### src/rtl/cofi_pkg.sv
// Shared sizing helpers for the cofi_mc scanline blender: fixed-point fraction
// width, pipeline latency and the timing bundle carried alongside the pixels.
package cofi_pkg;

  typedef int cofi_width_t;

  typedef struct packed {
    logic hblank;
    logic vblank;
    logic hs;
    logic vs;
  } cofi_sync_t;

  function automatic cofi_width_t frac_bits(input cofi_width_t coeff_w);
    return coeff_w + 1;
  endfunction

  function automatic cofi_width_t cofi_lat(input cofi_width_t order);
    return order + 1;
  endfunction

  // Signed step error needs one bit of headroom over the unsigned accumulator.
  function automatic cofi_width_t delta_bits(input cofi_width_t depth, input cofi_width_t coeff_w);
    return depth + frac_bits(coeff_w) + 1;
  endfunction

endpackage

### src/rtl/cofi_mc_stage.sv
// One low-pass pole for a single colour channel: reseed to the input, or move
// a coeff/2^FRAC fraction of the remaining error on each filter step.
module cofi_mc_stage
  import cofi_pkg::*;
#(
  parameter int DEPTH   = 8,
  parameter int COEFF_W = 4
) (
  input  logic               clk,
  input  logic               reset,
  input  logic               step,
  input  logic               reseed,
  input  logic [COEFF_W-1:0] coeff,
  input  logic [DEPTH-1:0]   x,
  output logic [DEPTH-1:0]   y
);

  localparam int FRAC  = frac_bits(COEFF_W);
  localparam int ACC_W = DEPTH + FRAC;
  localparam int DLT_W = delta_bits(DEPTH, COEFF_W);
  localparam int PRD_W = DLT_W + COEFF_W + 1;

  logic [ACC_W-1:0]        acc;
  logic [ACC_W-1:0]        target;
  logic signed [DLT_W-1:0] delta;
  logic signed [PRD_W-1:0] delta_x;
  logic signed [PRD_W-1:0] coeff_x;
  logic signed [PRD_W-1:0] prod;
  logic [ACC_W-1:0]        incr;

  assign target  = {x, {FRAC{1'b0}}};
  assign delta   = $signed({1'b0, target}) - $signed({1'b0, acc});
  assign delta_x = PRD_W'(delta);
  assign coeff_x = $signed(PRD_W'(coeff));
  assign prod    = delta_x * coeff_x;

  // Gain is below one, so the new value always lies between acc and target and
  // the modular add of the truncated (floored) increment is exact.
  assign incr    = ACC_W'(prod >>> FRAC);
  assign y       = acc[ACC_W-1:FRAC];

  always_ff @(posedge clk or posedge reset) begin
    if (reset)       acc <= '0;
    else if (reseed) acc <= target;
    else if (step)   acc <= acc + incr;
  end

endmodule

### src/rtl/cofi_mc.sv
// Multi-channel scanline IIR blender: per-channel pole stages sharing one step
// counter and a frame-shadowed coefficient, with sync delayed to match pixels.
module cofi_mc
  import cofi_pkg::*;
#(
  parameter int DEPTH   = 8,
  parameter int NCH     = 3,
  parameter int COEFF_W = 4,
  parameter int ORDER   = 1,
  parameter int DIV_W   = 2
) (
  input  logic                 clk,
  input  logic                 reset,
  input  logic [COEFF_W-1:0]   coeff_in,
  input  logic [DIV_W-1:0]     step_div,
  input  logic                 hblank,
  input  logic                 vblank,
  input  logic                 hs,
  input  logic                 vs,
  input  logic [NCH*DEPTH-1:0] pix_in,
  output logic                 hblank_out,
  output logic                 vblank_out,
  output logic                 hs_out,
  output logic                 vs_out,
  output logic [NCH*DEPTH-1:0] pix_out
);

  localparam int LAT = cofi_lat(ORDER);

  logic [DIV_W-1:0]   cnt;
  logic [DIV_W-1:0]   div_lim;
  logic [COEFF_W-1:0] coeff_q;
  logic               vblank_d;
  logic               step;
  logic               reseed;
  logic [DEPTH-1:0]   stage_y [NCH*ORDER];
  cofi_sync_t         sync_pipe [LAT];

  assign div_lim = (step_div > DIV_W'(1)) ? step_div - DIV_W'(1) : '0;
  assign step    = (cnt == '0) && !hblank;
  assign reseed  = hblank || (coeff_q == '0);

  // cnt counts clocks since the last step; a limit lowered below cnt wraps at once.
  always_ff @(posedge clk or posedge reset) begin
    if (reset)               cnt <= '0;
    else if (hblank)         cnt <= '0;
    else if (cnt >= div_lim) cnt <= '0;
    else                     cnt <= cnt + DIV_W'(1);
  end

  always_ff @(posedge clk or posedge reset) begin
    if (reset) begin
      vblank_d <= 1'b0;
      coeff_q  <= '0;
    end else begin
      vblank_d <= vblank;
      if (vblank && !vblank_d) coeff_q <= coeff_in;
    end
  end

  for (genvar ch = 0; ch < NCH; ch++) begin : g_ch
    for (genvar s = 0; s < ORDER; s++) begin : g_st
      logic [DEPTH-1:0] stage_x;

      if (s == 0) begin : g_first
        assign stage_x = pix_in[ch*DEPTH +: DEPTH];
      end else begin : g_chain
        assign stage_x = stage_y[ch*ORDER + s - 1];
      end

      cofi_mc_stage #(
        .DEPTH  (DEPTH),
        .COEFF_W(COEFF_W)
      ) u_stage (
        .clk   (clk),
        .reset (reset),
        .step  (step),
        .reseed(reseed),
        .coeff (coeff_q),
        .x     (stage_x),
        .y     (stage_y[ch*ORDER + s])
      );
    end
  end

  // Sync travels through LAT registers so it lines up with pix_out in every mode.
  always_ff @(posedge clk or posedge reset) begin
    if (reset) begin
      pix_out <= '0;
      for (int i = 0; i < LAT; i++) sync_pipe[i] <= '0;
    end else begin
      for (int c = 0; c < NCH; c++) pix_out[c*DEPTH +: DEPTH] <= stage_y[c*ORDER + ORDER - 1];
      sync_pipe[0] <= {hblank, vblank, hs, vs};
      for (int i = 1; i < LAT; i++) sync_pipe[i] <= sync_pipe[i-1];
    end
  end

  assign hblank_out = sync_pipe[LAT-1].hblank;
  assign vblank_out = sync_pipe[LAT-1].vblank;
  assign hs_out     = sync_pipe[LAT-1].hs;
  assign vs_out     = sync_pipe[LAT-1].vs;

endmodule

### config.mk
export PLATFORM = sky130hd
export DESIGN_NAME = cofi_mc
export DESIGN_NICKNAME = d
export VERILOG_FILES = /design/src/rtl/cofi_pkg.sv /design/src/rtl/cofi_mc_stage.sv /design/src/rtl/cofi_mc.sv
export SDC_FILE = /design/constraint.sdc
export NUM_CORES = 1
export LEC_CHECK = 0
export ABC_AREA = 1
export BUFFER_PORTS_ARGS = -buffer_cell sky130_fd_sc_hd__buf_2
export CAP_MARGIN = 5
export CORE_MARGIN = 2
export CORE_UTILIZATION = 40
export DETAILED_ROUTE_END_ITERATION = 10
export GPL_ROUTABILITY_DRIVEN = 0
export PLACE_DENSITY = 0.58
export SLEW_MARGIN = 20
export SYNTH_ARGS = -nofsm -noshare
export SYNTH_HDL_FRONTEND = slang
export SYNTH_SLANG_ARGS = --single-unit
### constraint.sdc
create_clock -name clk -period 16.6 [get_ports clk]
set_clock_uncertainty 0.2 [all_clocks]
set_input_delay 0.83 -clock clk [delete_from_list [all_inputs] [get_ports clk]]
set_output_delay 0.83 -clock clk [all_outputs]
set_load 0.005 [all_outputs]
==> impl_metrics.env <==
export IMPL_critPathCaptureType="flop"
export IMPL_hold_path_class="flop to flop"
export IMPL_rsz0062_at_grt="no"
export IMPL_coreArea_um2=29500
export IMPL_topRoutingLayerUsed="met4"
export IMPL_nets=2031
export IMPL_worst_setup_path_start_kind="primary input"
export IMPL_hold_path_endpoint="hs_out$_DFF_PP0_"
export IMPL_seq_area_um2=1930
export IMPL_cp_required_ns=16.64
export IMPL_drv_slew=0
export IMPL_yosysMostFrequentCell="inv_1"
export IMPL_antenna_cells=0
export IMPL_cts_sinks=77
export IMPL_synth_edf_count=0
export IMPL_r2r_cells=34
export IMPL_dr_pass1_iters=5
export IMPL_start_util_pct=40.3
export IMPL_post_cts_buffers=0
export IMPL_antenna_found_initial=0
export IMPL_cp_max_fo=4
export IMPL_cts_made_buffers=9
export IMPL_cts_repair_resized=0
export IMPL_ant_nets=0
export IMPL_ys_seq_elements=77
export IMPL_crit_slowest_cell="fa_1"
export IMPL_synth_flop_cell="dfrtp_1"
export IMPL_hold_start="sync_pipe[5]$_DFF_PP0_"
export IMPL_r2r_start="g_ch[1].g_st[0].u_stage.acc[7]$_DFFE_PP0P_"
export IMPL_h_tree_depth=3
export IMPL_synth_largest_area_cell="ha_1"
export IMPL_period_needed_ns=6.36
export IMPL_dr_wl_met3_um=973
export IMPL_wl_per_cell_um=13.9
export IMPL_synthCells=1695
export IMPL_critPathArrivalTime_ns=6.40
export IMPL_vias=10500
export IMPL_num_fill_cells=3095
export IMPL_routed_wl_met2_mm=14.3
export IMPL_hold_viol=0
export IMPL_overflow=0
export IMPL_cp_depth=34
export IMPL_setup_viol=0
export IMPL_yosysTopAreaCellShare_pct=17.0
export IMPL_async_flop_share_pct=100
export IMPL_outcome="finished, final reports clean"
export IMPL_worstSetupPathType="primary input to flop"
export IMPL_drc=0
export IMPL_viasPerCell=4.89
export IMPL_setup_tns_ns=0
export IMPL_path_buf_inv=6
export IMPL_grt_pass1_wl_mm=49.8
export IMPL_slowest_delay_ns=0.53
export IMPL_crit_family="adder cells"
export IMPL_drtIter0Drc=550
export IMPL_synthTopCellsByCount="inv_1, nand2_1, nor2_1, ha_1, nand3_1"
export IMPL_maxCapViolations=0
export IMPL_synth_area_top_cells="ha_1, dfrtp_1, fa_1"
export IMPL_clk_pin_slew_ns=0.07
export IMPL_holdBufCountCts=0
export IMPL_slew_headroom_pct=47.7
export IMPL_synthToLayoutAreaGrowth_pct=8.90
export IMPL_hpwl_mm=24.2
export IMPL_die_area_um2=31100
export IMPL_layout_drive_gt1_share_pct=7.47
export IMPL_max_freq_mhz=157
export IMPL_die_x_um=176
export IMPL_grt_pass1_vias=10200
export IMPL_grt_use_total_pct=19.8
export IMPL_yosysWarnings=0
export IMPL_wl_mm=29.8
export IMPL_root_buffer="clkbuf_16"
export IMPL_min_period_over_period_pct=38.3
export IMPL_clockBufferDepth=2
export IMPL_grt_max_degree=41
export IMPL_cts_tree="done"
export IMPL_port_buffers=63
export IMPL_synth_area_per_cell_um2=7.01
export IMPL_synth_cell_type_count=47
export IMPL_rrSetupSlack_ns=10.37
export IMPL_io_pins=64
export IMPL_hold_depth=0
export IMPL_met1_length_mm=14.1
export IMPL_synth_seq_area_share_pct=16.2
export IMPL_fp_dieH_um=176
export IMPL_multiInputGateArea_um2=8370
export IMPL_row_count=63
export IMPL_syn_area_um2=11900
export IMPL_clkLatencyLatePin_ns=0.36
export IMPL_worst_pin_slew_ns=0.784
export IMPL_timing_rr_end="g_ch[1].g_st[0].u_stage.acc[12]$_DFFE_PP0P_"
export IMPL_cpMostUsedCell="nand2_1"
export IMPL_syn_nets=1977
flip-flops by register name, indices dropped and copies added, names as in the netlist:
signal / flops
g_ch.g_st.u_stage.acc: 39
pix_out: 24
coeff_q: 4
sync_pipe: 4
cnt: 2
hblank_out: 1
hs_out: 1
vblank_out: 1
vs_out: 1
through the flow:
step           cell area, µm²  setup WS [ns]  utilization (%)  hold slack, ns  std cells
2_1_floorplan           11900          10.73                -           0.131       1695
3_3_place_gp            12600           9.98             42.8           0.133       2128
3_5_place_dp            12600           9.91             42.8           0.135       2128
4_1_cts                 12900          10.27             43.9           0.150       2144
5_1_grt                 12900           9.69             43.9           0.151       2144
6_report                12900          10.24             43.9           0.149       2144
per-layer routing:
metal / global-route usage [%] / vias up
met1: 26.7 / 4907
met5: 0 / -
met2: 34.2 / 181
met4: 4.44 / 0
li1: - / 5367
met3: 2.33 / 25
placed cells by master, fill, tap and decap left out, types with 2 or more instances in the layout:
cell,synthesis,final
nor4_1,2,2
nor2_2,3,3
nand2_1,351,351
o221ai_1,8,8
nor2_1,180,180
xor2_1,48,48
a31oi_1,5,5
or2_2,13,13
o2111ai_1,3,3
ha_1,162,162
o21ai_0,45,45
a21oi_1,82,82
o22ai_1,11,11
dfrtp_1,77,77
inv_1,384,383
o31ai_1,3,3
inv_6,0,2
a31o_2,3,3
and2_1,2,2
buf_4,3,5
clkbuf_16,0,9
xnor2_1,16,16
o21a_1,3,3
nand4_1,12,12
inv_2,5,5
nand2_2,15,15
nand3b_1,2,2
a21o_1,8,8
buf_2,2,63
nand3_2,2,2
a21boi_0,3,3
bufinv_16,0,3
nor3_1,17,17
or2_1,4,4
o211ai_1,8,8
o21ai_1,4,4
fa_1,84,84
o21bai_1,12,12
nand3_1,85,85
worst max path at each step:
stage / from / to / slack (ns)
2_1_floorplan: pix_in[10] / g_ch[1].g_st[0].u_stage.acc[12]$_DFFE_PP0P_ / 10.73
3_3_place_gp: pix_in[2] / g_ch[0].g_st[0].u_stage.acc[12]$_DFFE_PP0P_ / 9.98
3_5_place_dp: pix_in[10] / g_ch[1].g_st[0].u_stage.acc[12]$_DFFE_PP0P_ / 9.91
4_1_cts: pix_in[10] / g_ch[1].g_st[0].u_stage.acc[12]$_DFFE_PP0P_ / 10.27
5_1_grt: pix_in[2] / g_ch[0].g_st[0].u_stage.acc[12]$_DFFE_PP0P_ / 9.69
6_report: pix_in[10] / g_ch[1].g_st[0].u_stage.acc[12]$_DFFE_PP0P_ / 10.24
layout make-up:
type | count | share of cell area [%]
clock buffers | 9 | 1.74
clock inverters | 7 | 0.928
inverters | 390 | 11.3
multi-input cells | 1203 | 64.6
flip-flops and latches | 77 | 14.9
well taps | 390 | 3.77
repair buffers | 68 | 2.72
logic make-up (layout without fill, tap and decap cells):
group	after synthesis	count (layout)	synth area share [%]
AND/OR/NAND/NOR	691	691	24.3
buffers and inverters	415	474	13.4
adder cells (fa/ha/maj)	246	246	31.2
AO/OA/AOI/OAI	201	201	10.0
flip-flops	77	77	16.2
XOR/XNOR	65	65	4.85
Power is not shown: default switching activity piles up to over one toggle a cycle in this logic, so the estimate is an artifact.
